===== src/rtl/key_event_decoder_pkg.sv =====
// Shared definitions for the key event decoder: one-hot state encodings and
// default timing for a 50 MHz system clock.
package key_evt_pkg;

    typedef logic [4:0] state_t;

    localparam state_t IDLE   = 5'b00001;
    localparam state_t PRESS1 = 5'b00010;
    localparam state_t WAIT2  = 5'b00100;
    localparam state_t PRESS2 = 5'b01000;
    localparam state_t HOLD   = 5'b10000;

    // 1 s long press, 300 ms double-click window, 200 ms repeat period
    localparam int DEF_LONG_CYCLES   = 50_000_000;
    localparam int DEF_DCLICK_CYCLES = 15_000_000;
    localparam int DEF_REPEAT_CYCLES = 10_000_000;
    localparam int DEF_CNT_W         = 26;

endpackage


===== src/rtl/key_event_decoder_if.sv =====
// Debounced key inputs and classified event pulses exchanged between the key
// front end (master) and the event decoder (slave).
interface key_event_decoder_if;

    logic key_flag;
    logic key_state;
    logic click_pulse;
    logic dclick_pulse;
    logic long_pulse;
    logic repeat_pulse;
    logic busy;

    modport master (
        output key_flag,
        output key_state,
        input  click_pulse,
        input  dclick_pulse,
        input  long_pulse,
        input  repeat_pulse,
        input  busy
    );

    modport slave (
        input  key_flag,
        input  key_state,
        output click_pulse,
        output dclick_pulse,
        output long_pulse,
        output repeat_pulse,
        output busy
    );

endinterface


===== src/rtl/key_event_decoder.sv =====
// Turns debounced key press/release activity into single-cycle click,
// double-click, long-press and auto-repeat pulses for the DDS controls.
module key_event_decoder
    import key_evt_pkg::*;
#(
    parameter int LONG_CYCLES   = DEF_LONG_CYCLES,
    parameter int DCLICK_CYCLES = DEF_DCLICK_CYCLES,
    parameter int REPEAT_CYCLES = DEF_REPEAT_CYCLES,
    parameter int CNT_W         = DEF_CNT_W
) (
    input logic                clk,
    input logic                rst,
    key_event_decoder_if.slave evt
);

    state_t           state;
    state_t           state_nxt;
    logic [CNT_W-1:0] cnt;
    logic [CNT_W-1:0] cnt_cmp;
    logic             cnt_hit;
    logic             cnt_clr;
    logic             click_nxt;
    logic             dclick_nxt;
    logic             long_nxt;
    logic             repeat_nxt;

    // One shared counter; its terminal value depends on which timeout the state is waiting for.
    always_comb begin
        case (state)
            PRESS1:  cnt_cmp = CNT_W'(LONG_CYCLES - 1);
            WAIT2:   cnt_cmp = CNT_W'(DCLICK_CYCLES - 1);
            default: cnt_cmp = CNT_W'(REPEAT_CYCLES - 1);
        endcase
    end

    assign cnt_hit = (cnt == cnt_cmp);

    // Release beats the long timeout, and a second press beats the click timeout.
    always_comb begin
        state_nxt  = state;
        cnt_clr    = 1'b0;
        click_nxt  = 1'b0;
        dclick_nxt = 1'b0;
        long_nxt   = 1'b0;
        repeat_nxt = 1'b0;
        case (state)
            IDLE: begin
                if (evt.key_flag) state_nxt = PRESS1;
            end
            PRESS1: begin
                if (evt.key_state) begin
                    state_nxt = WAIT2;
                end else if (cnt_hit) begin
                    state_nxt = HOLD;
                    long_nxt  = 1'b1;
                end
            end
            WAIT2: begin
                if (evt.key_flag) begin
                    state_nxt  = PRESS2;
                    dclick_nxt = 1'b1;
                end else if (cnt_hit) begin
                    state_nxt = IDLE;
                    click_nxt = 1'b1;
                end
            end
            PRESS2: begin
                if (evt.key_state) state_nxt = IDLE;
            end
            HOLD: begin
                if (evt.key_state) begin
                    state_nxt = IDLE;
                end else if (cnt_hit) begin
                    repeat_nxt = 1'b1;
                    cnt_clr    = 1'b1;
                end
            end
            default: state_nxt = IDLE;
        endcase
    end

    always_ff @(posedge clk) begin
        if (rst) begin
            state            <= IDLE;
            cnt              <= '0;
            evt.click_pulse  <= 1'b0;
            evt.dclick_pulse <= 1'b0;
            evt.long_pulse   <= 1'b0;
            evt.repeat_pulse <= 1'b0;
        end else begin
            state <= state_nxt;
            if (cnt_clr || (state_nxt != state)) begin
                cnt <= '0;
            end else begin
                cnt <= cnt + 1'b1;
            end
            evt.click_pulse  <= click_nxt;
            evt.dclick_pulse <= dclick_nxt;
            evt.long_pulse   <= long_nxt;
            evt.repeat_pulse <= repeat_nxt;
        end
    end

    assign evt.busy = (state != IDLE);

endmodule


===== src/flat_wrapper.sv =====
// flat-port wrapper written by rule: the top's interface ports become plain ports
module key_event_decoder_flat import key_evt_pkg::*;
#(
    parameter int LONG_CYCLES   = DEF_LONG_CYCLES,
    parameter int DCLICK_CYCLES = DEF_DCLICK_CYCLES,
    parameter int REPEAT_CYCLES = DEF_REPEAT_CYCLES,
    parameter int CNT_W         = DEF_CNT_W
)
  (clk, rst, evt_key_flag, evt_key_state, evt_click_pulse, evt_dclick_pulse, evt_long_pulse, evt_repeat_pulse, evt_busy);
  key_event_decoder_if evt_i ();
  input logic clk;
  input logic rst;
  input wire logic [$bits(evt_i.key_flag)-1:0] evt_key_flag;
  input wire logic [$bits(evt_i.key_state)-1:0] evt_key_state;
  output wire logic [$bits(evt_i.click_pulse)-1:0] evt_click_pulse;
  output wire logic [$bits(evt_i.dclick_pulse)-1:0] evt_dclick_pulse;
  output wire logic [$bits(evt_i.long_pulse)-1:0] evt_long_pulse;
  output wire logic [$bits(evt_i.repeat_pulse)-1:0] evt_repeat_pulse;
  output wire logic [$bits(evt_i.busy)-1:0] evt_busy;
  assign evt_i.key_flag = evt_key_flag;
  assign evt_i.key_state = evt_key_state;
  assign evt_click_pulse = evt_i.click_pulse;
  assign evt_dclick_pulse = evt_i.dclick_pulse;
  assign evt_long_pulse = evt_i.long_pulse;
  assign evt_repeat_pulse = evt_i.repeat_pulse;
  assign evt_busy = evt_i.busy;
  key_event_decoder #(.LONG_CYCLES(LONG_CYCLES), .DCLICK_CYCLES(DCLICK_CYCLES), .REPEAT_CYCLES(REPEAT_CYCLES), .CNT_W(CNT_W)) u_core (.clk(clk), .rst(rst), .evt(evt_i));
endmodule

===== config.mk =====
export PLATFORM = sky130hd
export DESIGN_NAME = key_event_decoder_flat
export DESIGN_NICKNAME = d
export VERILOG_FILES = /design/src/rtl/key_event_decoder_pkg.sv /design/src/rtl/key_event_decoder_if.sv /design/src/rtl/key_event_decoder.sv /design/src/flat_wrapper.sv
export SDC_FILE = /design/constraint.sdc
export NUM_CORES = 1
export LEC_CHECK = 0
export CORE_ASPECT_RATIO = 0.75
export CORE_MARGIN = 2
export CORE_UTILIZATION = 40
export CTS_BUF_LIST = sky130_fd_sc_hd__clkbuf_16
export CTS_CLUSTER_SIZE = 10
export DETAILED_ROUTE_END_ITERATION = 10
export HOLD_SLACK_MARGIN = 0.1
export SYNTH_ARGS = -nofsm -noshare
export SYNTH_HDL_FRONTEND = slang
export SYNTH_SLANG_ARGS = --single-unit

===== constraint.sdc =====
create_clock -name clk -period 2.6 [get_ports clk]
set_input_delay 0.26 -clock clk [delete_from_list [all_inputs] [get_ports clk]]
set_output_delay 0.26 -clock clk [all_outputs]
set_load 0.02 [all_outputs]

==> results of run 1 <==
## power by group through the flow
stage / Clock (W) / Combinational (W) / Sequential [W]
after global placement: 0 / 0.000101 / 0.000566
after CTS: 0.000551 / 0.000101 / 0.000555
after detailed placement: 0 / 0.000101 / 0.000566
final: 0.000536 / 0.000101 / 0.000555
after floorplan: 0 / 0.0000800 / 0.000557
after global routing: 0.000577 / 0.000111 / 0.000557
## critical path, stage by stage (launching register included)
cell and delay, ns:
dfxtp_1 0.35, ha_1 0.21, and2_1 0.25, nand4b_1 0.17, a2111oi_4 0.40, o2111ai_4 0.28
o21ai_2 0.44, a21oi_1 0.14
## how the worst min path moves through the flow
stage / from / endpoint / slack, ns / cells after the start
finish: u_core.cnt[0] / u_core.cnt[0] / 0.44 / 1
global route: u_core.cnt[0] / u_core.cnt[0] / 0.47 / 1
CTS: u_core.cnt[0] / u_core.cnt[0] / 0.44 / 1
detailed placement: u_core.cnt[0] / u_core.cnt[0] / 0.43 / 1
global placement: u_core.cnt[0] / u_core.cnt[0] / 0.43 / 1
floorplan: evt_key_state / u_core.evt.long_pulse / 0.33 / 1
## cell families (layout without fill, tap and decap cells)
logic type | count (synthesis) | after routing | synth area share
simple gates | 81 | 81 | 0.244
compound gates | 53 | 53 | 0.216
flops | 35 | 35 | 0.369
xor+xnor | 26 | 26 | 0.120
buf+inv | 15 | 23 | 0.0448
fa+ha+maj | 1 | 1 | 0.00658
## stage by stage
step / worst slack, ns / instance area, um^2 / total power, W
after floorplan: 0.503 / 1900 / 0.000637
after global placement: 0.305 / 2040 / 0.000667
after detailed placement: 0.238 / 2040 / 0.000667
after CTS: 0.198 / 2170 / 0.00121
after global routing: 0.000457 / 2170 / 0.00125
final: 0.220 / 2170 / 0.00119
## cell usage in the layout (no fill, tap or decap), drive strengths merged, types with 4 or more instances in the layout
master	instances
nand2	14
xor2	16
buf	4
a21oi	32
clkdlybuf4s50	8
xnor2	10
nand4	10
and3	6
inv	6
o21ai	6
nand3	11
dfxtp	35
nor2	12
clkbuf	5
and2	4
nor3	9
## area by class of cell
cell class                 count  share of cell area
multi-input combinational    161               0.514
sequential                    35               0.323
timing repair buffer          12              0.0623
clock buffer                   5              0.0577
tap                           57              0.0329
inverter                       5             0.00865
clock inverter                 1             0.00173
## cells in the mapped netlist, types with 2 or more instances
master,n,area share
a211o_1,2,0.0092
a21oi_1,22,0.058
a21oi_2,10,0.046
a2bb2oi_1,2,0.0092
and2_1,4,0.013
and3_1,6,0.020
buf_2,7,0.018
dfxtp_1,35,0.37
inv_1,5,0.0099
nand2_1,12,0.024
nand2_2,2,0.0066
nand3_1,11,0.029
nand3b_1,2,0.0079
nand4_1,10,0.033
nand4b_1,2,0.0092
nor2_1,11,0.022
nor3_1,8,0.021
nor4_1,2,0.0066
nor4bb_1,2,0.011
o21ai_0,4,0.011
xnor2_1,10,0.046
xor2_1,16,0.074
## sequential cells by signal (all words and copies together) (netlist names)
name	count
u_core.cnt	26
u_core.evt.click_pulse	1
u_core.state	5
u_core.evt.long_pulse	1
u_core.evt.dclick_pulse	1
u_core.evt.repeat_pulse	1
## routing by layer
| metal | vias to the layer above | GRT usage |
|---|---|---|
| met3 | 2 | 0.0564 |
| met4 | 0 | 0.0544 |
| met5 | - | 0 |
| met2 | 38 | 0.241 |
| li1 | 780 | - |
| met1 | 708 | 0.245 |
==> results.ini, run 1 <==
[power]
leakagePower_nw = 0.684
combPwrFrac = 0.084
p_switching_w = 0.000267
p_int_w = 0.000925
sw_frac_of_total = 0.224
peakVddDrop_mv = 0.356
p_seq_frac = 0.466
clkPwrFrac = 0.450
p_per_area_nw_per_um2 = 549

[timing]
min_period_over_period = 0.916
period_needed_ns = 2.38
setup_violations = 0
skew_ns = 0.00328
relSlewSlack = 0.720
worst_pin_slew_ns = 0.415
fmaxAchievable_ghz = 0.420
fin_tns_setup_ns = 0
rsz0062_at_grt = no
hold_viol_final = 0
fin_hold_ws_ns = 0.444
slew_violations = 0

[critical_path]
rr_worst_depth = 7
r2r_start = u_core.cnt[0]
end_kind = register
crit_type = reg2reg
cp.arrival_ns = 2.52
required_ns = 2.74
crit_path_start_kind = register
r2r-end = u_core.cnt[2]
crit_path_max_fanout = 8
ff2ff_setup_slack_ns = 0.22
crit_start = u_core.cnt[0]
crit_end = u_core.cnt[2]

[synthesis]
synth-seq-area-share = 0.369
synthCells = 211
syn_avg_cell_area_um2 = 9.01
syn_area_um2 = 1900
synth-edff-count = 0
synthArstFlopShare = 0
ys.flop_type = dfxtp_1
synth_warnings = 0
synth_cell_types = 48
ys_ff_latch = 35
synth.net_count = 216

[place]
dp_hpwl_um = 2900
gp_congestion = 0.873
dp_cells = 270
io_buffers = 8

[global_route]
grt_pass1_vias = 1438
grt_pass1_wl_um = 7120
grt_usage = 0.171
antenna_found_initial = 0
grt_overflow = 0
grt_max_degree = 27

[cts]
htree_levels = 2
cts_sinks = 35
cts_buffer_depth = 2
root_buffer = clkbuf_16
cts_buffers = 5
cts_hold_buf = 0
cts_setup_buffers = 0
ctsResizeCount = 0
clk_latency_ns = 0.27
path_clk_slew_ns = 0.05
cts_tree = built

[die]
core_area_um2 = 4520
die-height_um = 63.7
die_w_um = 83.6
io_pins = 9
start_util = 0.421
rows = 21
die_area_um2 = 5320

[finish]
ff_latch_area_um2 = 701
drive_above_1_share = 0.142
multiInputGateArea_um2 = 1110
nNetsFinal = 225
fin_util = 0.480
fill_cells = 458
num_antenna_cells = 0
instances_no_fill = 276
area.growth.synth_to_final_pct = 14.2

[route]
routed_wl_um = 4000
antenna_left = 0
drc = 0
routedWlPerCell_um = 14.5
vias = 1528
wl_met1_um = 2100
met3_wirelength_um = 206
wl_met2_um = 1650
viasPerCell = 5.54
topRoutingLayerUsed = met4
drt_iter0_drc = 68
dr.pass1.iters = 4

[worst_hold_path]
hold_path.class = reg2reg

[outcome]
status = finished clean

[run]
drv_cap = 0

Note: power is estimated with default switching activity, not from simulation.
==> inputs of run 2 (changes only) <==
Settings changed: TNS_END_PERCENT from default to 20.
==> results of run 2 <==
The final DEF is identical to that of run 1; final timing and power are the same.
==> inputs of run 3 (changes only) <==
Settings changed: SLEW_MARGIN from default to 15.
==> results of run 3 <==
The final DEF is identical to that of run 1; final timing and power are the same.
